File: config.mk
export PLATFORM = sky130hd
export DESIGN_NAME = sync_multi_chan
export DESIGN_NICKNAME = d
export VERILOG_FILES = /design/src/rtl/sync_pkg.sv /design/src/rtl/sync_chan.sv /design/src/rtl/sync_multi_chan.sv
export SDC_FILE = /design/constraint.sdc
export NUM_CORES = 1
export LEC_CHECK = 0
export BUFFER_PORTS_ARGS = -buffer_cell sky130_fd_sc_hd__clkbuf_2
export CAP_MARGIN = 40
export CORE_ASPECT_RATIO = 1.5
export CORE_MARGIN = 2
export CORE_UTILIZATION = 48
export DETAILED_ROUTE_END_ITERATION = 12
export PLACE_DENSITY = 0.76
export SLEW_MARGIN = 20
export SYNTH_ARGS = -nofsm -noshare
export SYNTH_HDL_FRONTEND = slang
export SYNTH_SLANG_ARGS = --single-unit
export TNS_END_PERCENT = 1
File: constraint.sdc
create_clock -name clk -period 1.3 [get_ports clk]
set_clock_uncertainty 0.2 [all_clocks]
set_input_delay 0.065 -clock clk [delete_from_list [all_inputs] [get_ports clk]]
set_output_delay 0.065 -clock clk [all_outputs]
set_load 0.05 [all_outputs]
File: src/rtl/sync_pkg.sv
// Shared constants and helpers for the multi-channel level synchroniser.
//   SYNC_MIN_STAGES            : shortest legal synchroniser chain
//   SYNC_DEFAULT_FILTER_CYCLES : default stability window of the optional glitch filter
//   clog2_cnt(n)               : width of a counter that must hold values 0..n
package sync_pkg;

  localparam int SYNC_MIN_STAGES            = 2;
  localparam int SYNC_DEFAULT_FILTER_CYCLES = 4;

  // Never returns less than 1 so a degenerate window still yields a legal vector.
  function automatic int clog2_cnt(input int n);
    return (n < 1) ? 1 : $clog2(n + 1);
  endfunction

endpackage

File: src/rtl/sync_chan.sv
// One channel of the level synchroniser: STAGES-flop chain, optional glitch
// filter, previous-level flop and registered-edge pulses.
// Optional feature: define SYNC_MULTI_CHAN_FILTER_EN to build the glitch filter.
// Ports:
//   clk        : sampling clock
//   rst_n      : asynchronous active-low reset
//   async_in   : asynchronous level input
//   sync_out   : synchronised (and, if built, filtered) level
//   rise_pulse : high for the single cycle in which sync_out went 0->1
//   fall_pulse : high for the single cycle in which sync_out went 1->0
module sync_chan
  import sync_pkg::*;
#(
  parameter int   STAGES        = 2,
  parameter logic RESET_VAL     = 1'b0,
  parameter int   FILTER_CYCLES = SYNC_DEFAULT_FILTER_CYCLES
) (
  input  logic clk,
  input  logic rst_n,
  input  logic async_in,
  output logic sync_out,
  output logic rise_pulse,
  output logic fall_pulse
);

  if (STAGES < SYNC_MIN_STAGES) begin : g_bad_stages
    $error("sync_chan: STAGES must be >= %0d", SYNC_MIN_STAGES);
  end
  if (FILTER_CYCLES < 1) begin : g_bad_filter
    $error("sync_chan: FILTER_CYCLES must be >= 1");
  end

  // s[0] is the only flop allowed to go metastable; only s[STAGES-1] is read.
  logic [STAGES-1:0] s;
  logic              level;
  logic              prev;

  // NOTE: state is updated with non-blocking assignments and reset asynchronously,
  // so every flop in the chain sees the pre-edge value of its neighbour.
  always_ff @(posedge clk or negedge rst_n) begin
    if (!rst_n) s <= {STAGES{RESET_VAL}};
    else        s <= {s[STAGES-2:0], async_in};
  end

`ifdef SYNC_MULTI_CHAN_FILTER_EN
  localparam int CNT_W = clog2_cnt(FILTER_CYCLES);

  logic [CNT_W-1:0] cnt;
  logic             level_q;

  // The output only follows once the chain output has disagreed with it for
  // FILTER_CYCLES consecutive cycles; any agreement restarts the count.
  always_ff @(posedge clk or negedge rst_n) begin
    if (!rst_n) begin
      cnt     <= '0;
      level_q <= RESET_VAL;
    end else if (s[STAGES-1] == level_q) begin
      cnt <= '0;
    end else if (cnt == CNT_W'(FILTER_CYCLES - 1)) begin
      level_q <= s[STAGES-1];
      cnt     <= '0;
    end else begin
      cnt <= cnt + 1'b1;
    end
  end

  assign level = level_q;
`else
  // The last chain flop is the output register: no extra latency.
  assign level = s[STAGES-1];
`endif

  always_ff @(posedge clk or negedge rst_n) begin
    if (!rst_n) prev <= RESET_VAL;
    else        prev <= level;
  end

  assign sync_out   = level;
  assign rise_pulse = level & ~prev;
  assign fall_pulse = ~level & prev;

endmodule

File: src/rtl/sync_multi_chan.sv
// N-channel, M-stage synchroniser for asynchronous level inputs into clk.
// Channels are independent; not for multi-bit buses needing coherency.
// Optional feature: define SYNC_MULTI_CHAN_FILTER_EN to add a per-channel
// glitch filter (FILTER_CYCLES stable cycles) after each chain.
// Ports:
//   clk        : sampling clock
//   rst_n      : asynchronous active-low reset
//   async_in   : WIDTH asynchronous level inputs
//   sync_out   : WIDTH synchronised levels
//   rise_pulse : WIDTH single-cycle 0->1 pulses of sync_out
//   fall_pulse : WIDTH single-cycle 1->0 pulses of sync_out
//   any_change : OR of all rise/fall pulses
module sync_multi_chan
  import sync_pkg::*;
#(
  parameter int               WIDTH         = 8,
  parameter int               STAGES        = 2,
  parameter logic [WIDTH-1:0] RESET_VAL     = '0,
  parameter int               FILTER_CYCLES = SYNC_DEFAULT_FILTER_CYCLES
) (
  input  logic             clk,
  input  logic             rst_n,
  input  logic [WIDTH-1:0] async_in,
  output logic [WIDTH-1:0] sync_out,
  output logic [WIDTH-1:0] rise_pulse,
  output logic [WIDTH-1:0] fall_pulse,
  output logic             any_change
);

  for (genvar i = 0; i < WIDTH; i++) begin : g_chan
    sync_chan #(
      .STAGES        (STAGES),
      .RESET_VAL     (RESET_VAL[i]),
      .FILTER_CYCLES (FILTER_CYCLES)
    ) u_chan (
      .clk        (clk),
      .rst_n      (rst_n),
      .async_in   (async_in[i]),
      .sync_out   (sync_out[i]),
      .rise_pulse (rise_pulse[i]),
      .fall_pulse (fall_pulse[i])
    );
  end

  assign any_change = |(rise_pulse | fall_pulse);

endmodule

==> results by stage <==
Synthesis:
- The post-synthesis cell count is 83.
- The number of register bits inferred by synthesis is 24.
- The net count of the mapped netlist is 109.
- During synthesis, Yosys emitted a total of 0 warnings.
- For this run, the register share of the synthesized area comes to 0.5667.
- The mapped netlist covers 0.001060 mm².
- Each instance of the synthesized netlist takes up on average between 10 and 15 µm².
- The number of different library cells in the post-synthesis netlist is 6.

Place:
- The number of placed instances, taps included, is ~130.
- Port buffering added 34 buffers.
- After legalization and detailed placement, the total HPWL measured 1042 µm.
- At the end of routability-driven placement, the weighted congestion stood at 0.6777.

Worst setup path:
- The data required time of the critical path is ~1.0 ns.
- Walking the worst path, the cells encountered are ha_1 > nand4_1 > or2_4 > clkbuf_16.
- The stage delay of the slowest cell on the critical path is 0.43 ns.
- The cell with the largest stage delay on the worst path is sky130_fd_sc_hd__dfrtp_1.
- Data on the critical path arrives at its endpoint at around 1.6 ns.
- STA classifies the critical path startpoint as a register.
- Broken down by cell family, the worst path's largest delay share belongs to flip-flops.
- The critical path buffer and inverter count is 1.
- The critical path is of the reg -> out type.
- Of all nets on the critical path, the largest fanout is 2.
- The critical path endpoint category is an output pin.

Die:
- The die is 42.37 µm wide.
- In this run the vertical extent of the chip is between 60 and 70 µm.
- The initial standard-cell utilization of the core is 0.5165.
- 35 I/O pins were placed.
- The count of standard-cell rows is 20.
- The floorplan step defined a die boundary enclosing 0.002608 mm².
- The total area inside the core boundary comes to just over 0.002 mm².

Final layout:
- The share of the core filled with cells in the final layout is 0.8177.
- The repair_antennas step left the layout with diodes totalling 0.
- After the last flow step, the layout net total stands at between 100 and 150.
- Relative to the synthesized area, the layout overhead comes to 58.32%.
- The number of standard cells in the final layout excluding fillers is 144.
- The fraction of final layout cells with drive strength greater than 1 is 0.5574.
- The number of inserted filler cells in the final layout is 111.

Detailed routing:
- The violation count after the first detailed-route iteration is 14.
- After detailed routing, the total wire length is about 2000 µm.
- In the final routing, the length of wire on met1 measures 734 µm.
- After detailed routing, the average wire length per cell comes to 13.88 µm.
- The highest layer used for signal routing is met4.
- The count of vias placed by the detailed router is 633.
- Using the TritonRoute via totals, the vias-per-cell ratio works out to about 4.4.
- After detailed routing, the number of remaining DRC violations is 0.
- For this run, the detailed router's first-pass iteration total came to 2.
- The count of nets left with antenna violations once routing finished came out at 0.
- Detailed routing placed a total of 58 µm of wire on met3.
- Summed over all nets, wire length on met2 after detailed routing comes to 1198 µm.

Pwr:
- The leakage power total is roughly 0.85 nW.
- IR analysis of the VDD net gives a maximum drop of 828.6 µV.
- Power spread over the standard cell area amounts to 964.4 mW/mm².

Run status:
- The flow ran to the end, but the final reports show violations.
- The checks that failed: negative setup slack.

Global routing:
- The maximum number of pins on one net before global-route repair is 25.
- The global route total overflow is 0.
- Across every metal layer, demand over resource in global routing totals 0.1381.
- The number of antenna violations at the first check in global routing is 0.
- The via count of the first global-routing pass was between 600 and 700.
- The global-route wire length before repair is about 2500 µm.

Clock network:
- The H-tree depth is 1.
- The clock insertion delay at the later pin of the skew report is 0.29 ns.
- The number of buffers between clock root and the deepest sink is 2.
- CTS placed an instance of sky130_fd_sc_hd__clkbuf_4 at the clock tree root.
- The clock buffer count from CTS is 3.
- The TritonCTS clock tree is yes.
- The clock transition at the register clock pins on the worst setup and hold paths after CTS is roughly 0.12 ns.
- The sink count of the clock tree is 24.

Timing:
- The post-layout worst setup margin is -0.5247 ns.
- In this run the tightest slew margin relative to its limit is 0.6308.
- The share of the clock period used by the worst path is 1.404.
- The maximum clock frequency is about 550 MHz.
- For the pin with the worst max-slew slack, the measured transition is 0.5537 ns.
- The max-slew violation count is 0.
- The final-report hold violation count came to 0.
- After routing, the total negative slack on setup checks comes to -2.583 ns.
- Setup repair after global routing could not meet its margin everywhere.
- The post-route minimum period is 1.825 ns.
- Setup violations remaining at the end of the flow were counted as 19.
- Across all hold checks on the routed design, the worst slack comes to around 0.083 ns.

Flow run:
- Max-cap violations in this run came to 0.

Hold path:
- The worst hold-check path type is in -> async.
[cell type report]
class,instances,area (µm²),area share
inverters,16,62.56,0.03729
repair buffers,59,666.9,0.3975
flip-flops and latches,24,600.6,0.3579
well taps,22,27.53,0.01641
multi-input cells,19,284.0,0.1693
clock buffers,4,36.28,0.02163
[report_power, final]
part,internal (W),switching (W)
Clock,0.000171,0.000196
Sequential,0.000784,0.0000231
Combinational,0.000203,0.000241
[cells in the mapped netlist, drive strengths merged]
cell / n / share of area
or2: 1 / 0.0059
nand4: 2 / 0.012
inv: 16 / 0.057
dfrtp: 24 / 0.57
ha: 16 / 0.19
buf: 24 / 0.17
[layout by cell type (no fill, tap or decap)]
cell type | Yosys | routed
sky130_fd_sc_hd__or2_4 | 0 | 1
sky130_fd_sc_hd__clkbuf_2 | 0 | 9
sky130_fd_sc_hd__clkbuf_4 | 0 | 3
sky130_fd_sc_hd__dlygate4sd3_1 | 0 | 9
sky130_fd_sc_hd__inv_4 | 0 | 1
sky130_fd_sc_hd__inv_1 | 16 | 12
sky130_fd_sc_hd__ha_1 | 16 | 7
sky130_fd_sc_hd__ha_2 | 0 | 5
sky130_fd_sc_hd__nand4_1 | 2 | 2
sky130_fd_sc_hd__inv_2 | 0 | 3
sky130_fd_sc_hd__dfrtp_1 | 24 | 24
sky130_fd_sc_hd__buf_4 | 24 | 9
sky130_fd_sc_hd__clkbuf_16 | 0 | 1
sky130_fd_sc_hd__buf_6 | 0 | 7
sky130_fd_sc_hd__ha_4 | 0 | 4
sky130_fd_sc_hd__clkbuf_8 | 0 | 1
sky130_fd_sc_hd__buf_8 | 0 | 24
[what timing repair did]
action                                 CTS  global route
setup endpoints to repair               22            25
pin swaps                                2             4
endpoints found under the hold margin   32             0
buffers inserted                         4             1
gates resized for setup                 52            46
hold buffers                             9             0
[per-layer routing]
metal | vias up | GRT usage
met1 | 312 | 0.1377
met3 | 2 | 0.02639
li1 | 299 | -
met5 | - | 0
met4 | 0 | 0.08482
met2 | 20 | 0.2637
[sequential cells by signal, indices dropped and copies added (netlist names)]
register	count
g_chan.u_chan.s	16
g_chan.u_chan.prev	8
[through the flow]
stage          worst slack [ns]  power, W  cell area (µm²)
2_1_floorplan          -0.02124  0.001047             1062
3_3_place_gp            -0.2382  0.001087             1162
3_5_place_dp            -0.2576  0.001096             1162
4_1_cts                 -0.4932  0.001566             1553
5_1_grt                 -0.5956  0.001699             1678
6_report                -0.5247  0.001618             1678
[worst paths after layout]
kind / depth (start not counted) / endpoint / startpoint / slack (ns)
worst max-delay path: 4 / any_change / g_chan[1].u_chan.s[1]$_DFF_PN0_ / -0.52
worst min-delay path: 2 / g_chan[2].u_chan.s[0]$_DFF_PN0_ / rst_n / 0.08
worst max register to register: 1 / g_chan[3].u_chan.prev$_DFF_PN0_ / g_chan[3].u_chan.s[1]$_DFF_PN0_ / 0.41
worst min register to register: 0 / g_chan[7].u_chan.s[1]$_DFF_PN0_ / g_chan[7].u_chan.s[0]$_DFF_PN0_ / 0.16
max in group asynchronous: 2 / g_chan[3].u_chan.prev$_DFF_PN0_ / rst_n / 0.45
min in group clk: 0 / g_chan[7].u_chan.s[1]$_DFF_PN0_ / g_chan[7].u_chan.s[0]$_DFF_PN0_ / 0.16
[cells by family (layout without fill, tap and decap cells)]
logic type                 count (synthesis)  in the layout  share of synthesized area
buffers and inverters                     40             79                     0.2267
and+or+nand+nor                            3              3                    0.01771
adders and majority gates                 16             16                     0.1889
DFF                                       24             24                     0.5667
Note: power is estimated with default switching activity, not from simulation.
